===== src/rtl/dram_pkg.sv =====
// Shared command encoding, sequencer state type and default timing for the
// DRAM command sequencer and its per-bank timers.
package dram_pkg;

   typedef enum logic [1:0] {
      CMD_ACT = 2'b00,
      CMD_RD  = 2'b01,
      CMD_WR  = 2'b10,
      CMD_PRE = 2'b11
   } cmd_e;

   typedef enum logic [2:0] {
      ST_IDLE,
      ST_DECODE,
      ST_WAIT,
      ST_EXEC,
      ST_ACK
   } state_e;

   localparam int unsigned DEF_NUM_OF_BANKS = 8;
   localparam int unsigned DEF_NUM_OF_ROWS  = 128;
   localparam int unsigned DEF_NUM_OF_COLS  = 8;
   localparam int unsigned DEF_T_RCD        = 3;
   localparam int unsigned DEF_T_RAS        = 5;
   localparam int unsigned DEF_T_RP         = 3;
   localparam int unsigned DEF_T_CL         = 2;

   // Largest of the three bank timing values; sizes the shared counter width.
   function automatic int unsigned max3(input int unsigned a,
                                        input int unsigned b,
                                        input int unsigned c);
      int unsigned m;
      m = (a > b) ? a : b;
      return (m > c) ? m : c;
   endfunction

endpackage


===== src/rtl/dram_bank_timer.sv =====
// Per-bank state: open flag, open row and the tRCD/tRAS/tRP down-counters.
// Counters run every cycle regardless of what the sequencer is doing.
module dram_bank_timer
   import dram_pkg::*;
#(
   parameter int unsigned ROW_W = 7,
   parameter int unsigned CNT_W = 3,
   parameter int unsigned T_RCD = DEF_T_RCD,
   parameter int unsigned T_RAS = DEF_T_RAS,
   parameter int unsigned T_RP  = DEF_T_RP
)(
   input  logic             clk_i,
   input  logic             rst_i,
   input  logic             act_i,
   input  logic             pre_i,
   input  logic [ROW_W-1:0] row_i,
   output logic             open_o,
   output logic [ROW_W-1:0] open_row_o,
   output logic             rcd_zero_o,
   output logic             ras_zero_o,
   output logic             rp_zero_o
);

   logic             open_q;
   logic [ROW_W-1:0] open_row_q;
   logic [CNT_W-1:0] rcd_q, ras_q, rp_q;

   // Open-row tracking and saturating timing counters, reloaded on execute strobes.
   always_ff @(posedge clk_i) begin
      if (rst_i) begin
         open_q     <= 1'b0;
         open_row_q <= '0;
         rcd_q      <= '0;
         ras_q      <= '0;
         rp_q       <= '0;
      end else begin
         if (act_i) begin
            open_q     <= 1'b1;
            open_row_q <= row_i;
         end else if (pre_i) begin
            open_q <= 1'b0;
         end

         if (act_i)             rcd_q <= CNT_W'(T_RCD);
         else if (rcd_q != '0)  rcd_q <= rcd_q - CNT_W'(1);

         if (act_i)             ras_q <= CNT_W'(T_RAS);
         else if (ras_q != '0)  ras_q <= ras_q - CNT_W'(1);

         if (pre_i)             rp_q <= CNT_W'(T_RP);
         else if (rp_q != '0)   rp_q <= rp_q - CNT_W'(1);
      end
   end

   assign open_o     = open_q;
   assign open_row_o = open_row_q;
   assign rcd_zero_o = (rcd_q == '0);
   assign ras_zero_o = (ras_q == '0);
   assign rp_zero_o  = (rp_q == '0);

endmodule


===== src/rtl/dram_cmd_sequencer.sv =====
// Timing-correct DRAM command sequencer behind the cmd_req/cmd_ack handshake.
//
// state     | meaning
// ----------+------------------------------------------------------------
// ST_IDLE   | waiting for cmd_req; latches command and encoded selects
// ST_DECODE | legality check against one-hot selects and bank open state
// ST_WAIT   | hold until the target bank's relevant counter reaches zero
// ST_EXEC   | array action: 1 cycle ACT/PRE, T_CL cycles READ/WRITE
// ST_ACK    | cmd_ack (and cmd_err) high until cmd_req drops
module dram_cmd_sequencer
   import dram_pkg::*;
#(
   parameter int unsigned NUM_OF_BANKS = DEF_NUM_OF_BANKS,
   parameter int unsigned NUM_OF_ROWS  = DEF_NUM_OF_ROWS,
   parameter int unsigned NUM_OF_COLS  = DEF_NUM_OF_COLS,
   parameter int unsigned T_RCD        = DEF_T_RCD,
   parameter int unsigned T_RAS        = DEF_T_RAS,
   parameter int unsigned T_RP         = DEF_T_RP,
   parameter int unsigned T_CL         = DEF_T_CL
)(
   input  logic                            clk_i,
   input  logic                            rst_i,
   input  logic                            cmd_req_i,
   input  logic [1:0]                      cmd_i,
   input  logic [NUM_OF_BANKS-1:0]         bank_sel_i,
   input  logic [NUM_OF_ROWS-1:0]          row_sel_i,
   input  logic [NUM_OF_COLS-1:0]          col_sel_i,
   output logic                            cmd_ack_o,
   output logic                            cmd_err_o,
   output logic [$clog2(NUM_OF_BANKS)-1:0] bank_id_o,
   output logic [$clog2(NUM_OF_ROWS)-1:0]  row_id_o,
   output logic [$clog2(NUM_OF_COLS)-1:0]  col_id_o,
   output logic                            bank_rw_o,
   output logic                            buffer_rw_o
);

   localparam int unsigned BW    = $clog2(NUM_OF_BANKS);
   localparam int unsigned RW    = $clog2(NUM_OF_ROWS);
   localparam int unsigned CW    = $clog2(NUM_OF_COLS);
   localparam int unsigned CNT_W = $clog2(max3(T_RCD, T_RAS, T_RP) + 1);
   localparam int unsigned CL_W  = $clog2(T_CL + 1);

   state_e            state_q, state_d;
   cmd_e              cmd_q;
   logic [BW-1:0]     bank_q, bank_enc;
   logic [RW-1:0]     row_q, row_enc, row_id_q;
   logic [CW-1:0]     col_q, col_enc;
   logic              bank_ok_q, row_ok_q, col_ok_q;
   logic [CL_W-1:0]   cl_cnt_q, cl_cnt_d;
   logic              ack_q, err_q, err_d, rw_q;
   logic              tgt_zero;

   logic [NUM_OF_BANKS-1:0] act_v, pre_v, open_v, rcd_zero_v, ras_zero_v, rp_zero_v;
   logic [RW-1:0]           open_row_v [NUM_OF_BANKS];

   for (genvar g = 0; g < NUM_OF_BANKS; g++) begin : g_bank
      dram_bank_timer #(
         .ROW_W (RW),
         .CNT_W (CNT_W),
         .T_RCD (T_RCD),
         .T_RAS (T_RAS),
         .T_RP  (T_RP)
      ) u_timer (
         .clk_i      (clk_i),
         .rst_i      (rst_i),
         .act_i      (act_v[g]),
         .pre_i      (pre_v[g]),
         .row_i      (row_q),
         .open_o     (open_v[g]),
         .open_row_o (open_row_v[g]),
         .rcd_zero_o (rcd_zero_v[g]),
         .ras_zero_o (ras_zero_v[g]),
         .rp_zero_o  (rp_zero_v[g])
      );
   end

   // Select encoders; legality of the one-hot form is checked separately.
   always_comb begin
      bank_enc = '0;
      row_enc  = '0;
      col_enc  = '0;
      for (int i = 0; i < NUM_OF_BANKS; i++) if (bank_sel_i[i]) bank_enc = BW'(i);
      for (int i = 0; i < NUM_OF_ROWS; i++)  if (row_sel_i[i])  row_enc  = RW'(i);
      for (int i = 0; i < NUM_OF_COLS; i++)  if (col_sel_i[i])  col_enc  = CW'(i);
   end

   // Execute strobes to the addressed bank timer.
   always_comb begin
      act_v = '0;
      pre_v = '0;
      if (state_q == ST_EXEC) begin
         for (int i = 0; i < NUM_OF_BANKS; i++) begin
            if (bank_q == BW'(i)) begin
               act_v[i] = (cmd_q == CMD_ACT);
               pre_v[i] = (cmd_q == CMD_PRE);
            end
         end
      end
   end

   // Counter that gates the target bank for the latched command.
   always_comb begin
      tgt_zero = 1'b0;
      case (cmd_q)
         CMD_ACT:        tgt_zero = rp_zero_v[bank_q];
         CMD_RD, CMD_WR: tgt_zero = rcd_zero_v[bank_q];
         CMD_PRE:        tgt_zero = ras_zero_v[bank_q];
         default:        tgt_zero = 1'b0;
      endcase
   end

   // Next-state logic for the handshake/command FSM.
   always_comb begin
      state_d  = state_q;
      err_d    = err_q;
      cl_cnt_d = cl_cnt_q;
      case (state_q)
         ST_IDLE: begin
            if (cmd_req_i) state_d = ST_DECODE;
         end
         ST_DECODE: begin
            err_d   = 1'b0;
            state_d = ST_WAIT;
            if (!bank_ok_q) begin
               err_d   = 1'b1;
               state_d = ST_ACK;
            end else begin
               case (cmd_q)
                  CMD_ACT: begin
                     if (!row_ok_q || open_v[bank_q]) begin
                        err_d   = 1'b1;
                        state_d = ST_ACK;
                     end
                  end
                  CMD_RD, CMD_WR: begin
                     if (!col_ok_q || !open_v[bank_q]) begin
                        err_d   = 1'b1;
                        state_d = ST_ACK;
                     end
                  end
                  default: begin
                     // precharge of a closed bank is a harmless no-op
                     if (!open_v[bank_q]) state_d = ST_ACK;
                  end
               endcase
            end
         end
         ST_WAIT: begin
            if (tgt_zero) begin
               state_d  = ST_EXEC;
               cl_cnt_d = CL_W'(T_CL - 1);
            end
         end
         ST_EXEC: begin
            if ((cmd_q == CMD_RD || cmd_q == CMD_WR) && cl_cnt_q != '0) begin
               cl_cnt_d = cl_cnt_q - CL_W'(1);
            end else begin
               state_d = ST_ACK;
            end
         end
         ST_ACK: begin
            if (!cmd_req_i) begin
               state_d = ST_IDLE;
               err_d   = 1'b0;
            end
         end
         default: state_d = ST_IDLE;
      endcase
   end

   // State, command latch and registered outputs.
   always_ff @(posedge clk_i) begin
      if (rst_i) begin
         state_q   <= ST_IDLE;
         cmd_q     <= CMD_ACT;
         bank_q    <= '0;
         row_q     <= '0;
         col_q     <= '0;
         bank_ok_q <= 1'b0;
         row_ok_q  <= 1'b0;
         col_ok_q  <= 1'b0;
         cl_cnt_q  <= '0;
         ack_q     <= 1'b0;
         err_q     <= 1'b0;
         rw_q      <= 1'b0;
         row_id_q  <= '0;
      end else begin
         state_q  <= state_d;
         cl_cnt_q <= cl_cnt_d;
         err_q    <= err_d;
         ack_q    <= (state_d == ST_ACK);
         rw_q     <= (state_d == ST_EXEC) && (cmd_q == CMD_WR);
         if (state_q == ST_IDLE) begin
            if (cmd_req_i) begin
               cmd_q     <= cmd_e'(cmd_i);
               bank_q    <= bank_enc;
               row_q     <= row_enc;
               col_q     <= col_enc;
               bank_ok_q <= $onehot(bank_sel_i);
               row_ok_q  <= $onehot(row_sel_i);
               col_ok_q  <= $onehot(col_sel_i);
               row_id_q  <= open_row_v[bank_enc];
            end
         end else if (state_q == ST_EXEC && cmd_q == CMD_ACT) begin
            // timer row updates on this same edge; forward it so ACK shows it
            row_id_q <= row_q;
         end else begin
            row_id_q <= open_row_v[bank_q];
         end
      end
   end

   assign cmd_ack_o   = ack_q;
   assign cmd_err_o   = err_q;
   assign bank_id_o   = bank_q;
   assign row_id_o    = row_id_q;
   assign col_id_o    = col_q;
   assign bank_rw_o   = rw_q;
   assign buffer_rw_o = rw_q;

endmodule


===== config.mk =====
export PLATFORM = sky130hd
export DESIGN_NAME = dram_cmd_sequencer
export DESIGN_NICKNAME = d
export VERILOG_FILES = /design/src/rtl/dram_pkg.sv /design/src/rtl/dram_bank_timer.sv /design/src/rtl/dram_cmd_sequencer.sv
export SDC_FILE = /design/constraint.sdc
export NUM_CORES = 1
export LEC_CHECK = 0
export CAP_MARGIN = 20
export CORE_ASPECT_RATIO = 1.5
export CORE_MARGIN = 5
export CORE_UTILIZATION = 45
export DETAILED_ROUTE_END_ITERATION = 12
export PLACE_DENSITY = 0.8
export SLEW_MARGIN = 20
export SYNTH_ARGS = -nofsm -noshare
export SYNTH_HDL_FRONTEND = slang
export SYNTH_SLANG_ARGS = --single-unit
export TNS_END_PERCENT = 5

===== constraint.sdc =====
create_clock -name clk_i -period 7.45 [get_ports clk_i]
set_clock_uncertainty 0.1 [all_clocks]
set_input_delay 1.49 -clock clk_i [delete_from_list [all_inputs] [get_ports clk_i]]
set_output_delay 1.49 -clock clk_i [all_outputs]
set_load 0.05 [all_outputs]

; Word-level counts from Yosys, hierarchy flattened
; Cells that the tools add are included.
[op_classes]
n_mux = 260
bitwise_logic = 2
order_cmp = 3
addsub = 166
eq_ne = 23
n_reduce_logical = 115
[op_table]
columns = op, n
row1 = two-way mux 7 bit, 133
row2 = adder 1 x 1 -> 2 bit, 72
row3 = adder 2 x 2 -> 3 bit, 36
row4 = two-way mux 3 bit, 36
row5 = zero test 3 bit, 26
row6 = adder 3 x 3 -> 4 bit, 18
row7 = nonzero test 3 bit, 24
row8 = "subtractor 3 x 1 -> 3 bit, second input constant", 24
row9 = nonzero test 2 bit, 35
row10 = two-way mux 2 bit, 34
row11 = two-way mux 1 bit, 43
row12 = binary-select mux 7 bit (select 3 bit), 2
row13 = adder 4 x 4 -> 5 bit, 8
row14 = OR reduction 2 bit, 17
row15 = adder 5 x 5 -> 6 bit, 4
row16 = "== test 3 bit, second input constant", 6
row17 = two-way mux 8 bit, 2
row18 = "== test 3 x 2 -> 1 bit, second input constant", 5
row19 = case mux 3 bit (5 select lines), 1
row20 = adder 6 x 6 -> 7 bit, 2
row21 = binary-select mux 1 bit (select 3 bit), 4
row22 = adder 7 x 7 -> 8 bit, 1
row23 = "== test 4 x 1 -> 1 bit, second input constant", 2
row24 = "== test 8 x 1 -> 1 bit, second input constant", 1
row25 = other kinds (19), 33
[totals]
output_inout_bits = 17
regBits = 169

; Longest topological paths before layout
[depth]
ltp_word = 127
ltp_mapped = 25

; Cells and area by module
; From an unflattened synthesis, not the netlist that was laid out.
[unflattened]
hier_cells = 1606
hier_area_um2 = 14312.5
[by_module_without_submodules]
columns = module, area_each_um2, seq_area_each_um2, instances, cells_per_inst
row1 = dram_cmd_sequencer, 7896.3, 660.6, 1, 974
row2 = dram_bank_timer, 802.0, 340.3, 8, 79

; Worst setup path before layout
; No wires, ideal clock.
[synth_path]
kind = input -> register
start = input row_sel_i[119]
end = register row_ok_q
arrival_time_ns = 7.757
n_path_buf = 0
cell_stages = 25
setup_slack_ns = -0.478
path_cell_list = fa_1 -> inv_1 -> fa_1 -> inv_1 -> fa_1 -> inv_1 -> fa_1 -> fa_1 -> inv_1 -> fa_1 -> inv_1 -> fa_1 -> inv_1 -> fa_1 -> inv_1 -> fa_1 -> fa_1 -> inv_1 -> ha_1 -> fa_1 -> nor4_1 -> nand2_1 -> nor4_1 -> nand3_1 -> a21oi_1
[synth_via]
elab_chain_len = 8
[synth_lines]
columns = item, line
row1 = start: declaration, dram_cmd_sequencer.sv:26  ; input logic [NUM_OF_ROWS-1:0] row_sel_i,
row2 = adder 1 x 1 -> 2 bit (implied by the code), dram_cmd_sequencer.sv:200  ; row_ok_q <= $onehot(row_sel_i);
row3 = adder 2 x 2 -> 3 bit (implied by the code), dram_cmd_sequencer.sv:200
row4 = adder 3 x 3 -> 4 bit (implied by the code), dram_cmd_sequencer.sv:200
row5 = adder 4 x 4 -> 5 bit (implied by the code), dram_cmd_sequencer.sv:200
row6 = adder 5 x 5 -> 6 bit (implied by the code), dram_cmd_sequencer.sv:200
row7 = adder 6 x 6 -> 7 bit (implied by the code), dram_cmd_sequencer.sv:200
row8 = adder 7 x 7 -> 8 bit (implied by the code), dram_cmd_sequencer.sv:200
row9 = == test 8 x 1 -> 1 bit, dram_cmd_sequencer.sv:200
row10 = end signal: assignment, dram_cmd_sequencer.sv:200
row11 = end: declaration, dram_cmd_sequencer.sv:48  ; logic bank_ok_q, row_ok_q, col_ok_q;
; Every way passes these cells.
; A chain may end at the register's enable or synchronous reset.

; Final worst setup path
[layout_path]
start = input row_sel_i[77]
end = register row_ok_q
; Same word-level chain as after synthesis.

==> results.txt <==
- In the routed design, unresolved DRC markers number 0.
- Cell area after technology mapping: 13700 sq um
- Combinational group share of total power: 78.3%
- Internal portion of total power: 5.22 mW
- Max Freq: 123 MHz
- The clock network burns 9.3% of the power.
- H-tree depth: 4
* Cells after Synth: 1646
* Launching element type of the critical path: input port
- RePlAce Congestion: 0.972
* Wire length of the first global-routing pass: 67500 um
- Standard-cell rows: 78
- Across the VDD grid, the largest voltage drop is 1950 uV.
- In this run the remaining antenna-violating nets after routing total 0.
* Share of the cycle needed by the critical path after routing: 109%
- Post-synth top cells: inv_1, nand2_1, a21oi_1
- The Yosys step of the flow raised 0 warnings.
- Launching element of the worst setup path: row_sel_i[77]
* Worst Path Required: 7.71 ns
- Area grow syn2layout: 24.5%
- TritonCTS clock tree: done
* Leakage Power: 7.05 nW
* Top-area cell type share of the netlist area: 24.8%
* Post-layout worst setup margin: -0.703 ns
- Router iterations before antenna repair: 6
- Met2 routing resource usage after global routing: 45.9%
- The wire-length estimate of the detail-placed layout is 34200 um.
- Most frequent cell after synthesis: inv_1
* Top-level I/O count: 166
- Dividing the detail-routed via count by the number of cells gives 5.65.
- Outcome: finished with violations
- Final Routed Wirelength: 42300 um
- Part of the power in registers: 12.4%
- The die covers 34000 sq um.
- Maximum number of pins on one net before global-route repair: 97
* Ys flop type: dfxtp_1
- Hold Vio Cnt, Final: 0
- Max Cap Viol: 0
- The tightest min-delay check is of the flop to flop type.
- Measured against its own limit, the worst slew margin works out to 23.0%.
* Number of enable flip-flop cells after synthesis: 0
- Area of placed instances: 16400 sq um
- Met1 Usage GRT: 25.2%
* Area leader, netlist: dfxtp_1
- CTS Sinks: 169
- Number of global-route vias before repair: 13.3k
- The initial antenna violation count was 0.
- Avg Inst Size Synth: 8.29 sq um
- Net switching is 46.4% of the power.
- Unrepaired setup endpoints after global routing: yes
- Minimum setup slack after placement: -1.40 ns
- The final-report max-slew violation count is 0.
- Hold timing on the final database bottoms out at a slack of 0.355 ns.
- Overflow left after global routing: 0
- For this configuration, the core starts out at a cell density of 45.3%.
- Fraction of layout instances using a drive strength above 1: 10.1%
* CTS Root Buffer Type: clkbuf_16
- Seq cells post-synth: 169
- Floorplan die width: 152 um
- Number of DRC markers after the initial detailed-route iteration: 973
- At the pin with the least slew margin, the transition time is 1.13 ns.
- Area of the core: 30200 sq um
* Peak-usage layer in the global routing report: met2
* Arrival time worst endpoint: 8.41 ns
- Share of synthesized registers carrying an async set or reset: 0%
- Clock tree synthesis inserted a total of 17 buffers.
- For this design the total switching power over the nets is 4.53 mW.
* Startpoint of the most critical hold path: cl_cnt_q[1]
- After the last flow step, the layout net total stands at 2234.
- WL/cell: 18.5 um
- Violated checks: setup timing
* Vert. Die Dim: 223 um
- Post-CTS setup repair buffer count: 0
* Quantity of I/O buffers inserted on ports: 165
* Sequential cell area fraction in the yosys report: 24.8%
- # setup viols final: 1
- In this run the critical register-to-register path is launched from bank_id_o[0].
- In the post-synthesis netlist, the biggest area contributors are dfxtp_1, fa_1, ha_1.
* Clock-pin slew on the worst setup and hold paths: 0.06 ns
- Clock latency of the later-clocked register in the worst-skew pair: 0.43 ns
- Dividing total power by cell area gives a power density of 574 nW/um^2.
- Buffer depth of the longest clock path: 2
* Post-Route Utilization: 56.4%
- The finished cells cover 17000 sq um.
- Number of diodes added for antenna fixing: 0
* Post-synthesis cell type count: 65
* Worst setup path category: input port to flop
- Across all layers, the routed design uses 12.9k vias.
- STA classifies the critical path endpoint as a flop.
- Shortest period the worst path allows: 8.15 ns
- Overall global routing resource usage: 24.5%
- GR Util met3: 3.26%
- Max Fanout on Critical Path: 2
- Counting every net in the synthesized netlist gives 2002.
per-stage QoR:
stage               instances  setup TNS (ns)  total power, mW
global placement         2258           -1.27             8.10
detailed placement       2258           -1.40             8.38
finish                   2291          -0.703             9.75
floorplan                1646          -0.478             6.49
CTS                      2290          -0.780             9.47
global route             2291          -0.958             10.9
critical path, stage by stage:
cell and delay (ns):
clkdlybuf4s50_1 0.45, fa_1 0.51, fa_1 0.50, inv_1 0.05, fa_1 0.49, fa_1 0.50
inv_1 0.05, fa_1 0.50, inv_1 0.05, fa_1 0.48, inv_1 0.05, fa_1 0.45
fa_1 0.52, inv_1 0.06, fa_1 0.45, fa_1 0.49, inv_1 0.05, ha_2 0.18
fa_1 0.44, nor4_2 0.15, nand2_1 0.10, nor4_2 0.17, nand3_1 0.13, a21oi_2 0.12
area by class of cell:
type	instances	area [sq um]
clock buffer	19	433
timing repair buffer	274	2470
multi-input combinational	1165	9100
fill	2636	13200
inverter	251	942
tap	400	500
clock inverter	13	166
sequential	169	3380
power groups by stage:
stage          Combinational, mW  Clock [mW]  Sequential [mW]
2_1_floorplan               5.28           0             1.21
3_3_place_gp                6.89           0             1.21
3_5_place_dp                7.16           0             1.22
4_1_cts                     7.35       0.919             1.20
5_1_grt                     8.74       0.952             1.23
6_report                    7.64       0.910             1.21
path summary, 6_finish.rpt:
kind	end	slack (ns)	cells past startpoint
hold reg to reg	cl_cnt_q[1]	0.35	2
setup reg to reg	cmd_ack_o	4.39	7
hold / removal	cl_cnt_q[1]	0.35	2
setup / recovery	row_ok_q	-0.70	24
flip-flops by register name, indices dropped and copies added, names as in the netlist:
register	cells
g_bank.u_timer.open_row_o	56
g_bank.u_timer.open_o	8
g_bank.u_timer.rp_q	24
row_id_o	7
g_bank.u_timer.rcd_q	24
cmd_err_o	1
bank_rw_o	1
col_ok_q	1
row_ok_q	1
col_id_o	3
cl_cnt_q	2
cmd_ack_o	1
bank_ok_q	1
cmd_q	2
bank_id_o	3
g_bank.u_timer.ras_q	24
row_q	7
state_q	3
logic make-up after synthesis:
group | Yosys count | share of synthesized area (%)
mux | 31 | 3.95
flops | 169 | 24.8
fa+ha+maj | 207 | 25.7
buf+inv | 312 | 8.83
compound gates | 355 | 16.2
simple gates | 548 | 19.0
xor+xnor | 24 | 1.54
cells in the final DEF (no fill, tap or decap), types with 10 or more instances in the layout:
master,instances
a21oi_1,181
a211oi_1,30
nor3_1,55
nand2b_1,31
fa_1,122
a2111oi_0,15
o211ai_1,12
mux2i_1,10
o21ai_0,40
nand2_1,210
o31ai_1,19
clkbuf_16,17
nor2_1,109
clkdlybuf4s50_1,148
dfxtp_1,168
ha_1,83
xnor2_1,24
nand3_1,44
mux4_2,18
nor4_1,38
buf_4,109
inv_1,250
routing by layer:
metal / vias to the layer above / part of all wire (%)
met5: - / 0
met4: 0 / 7.7
met3: 182 / 5.5
met2: 608 / 53
met1: 6118 / 34
li1: 6030 / -
repair_timing:
| action | 4_1_cts | 5_1_grt |
|---|---|---|
| pin swaps | 1 | 1 |
| endpoints found under the setup margin | 1 | 1 |
| hold endpoints to repair | 0 | 0 |
| gates resized for setup | 12 | 10 |
| hold buffers | 0 | 0 |
Note: power is estimated with default switching activity, not from simulation.
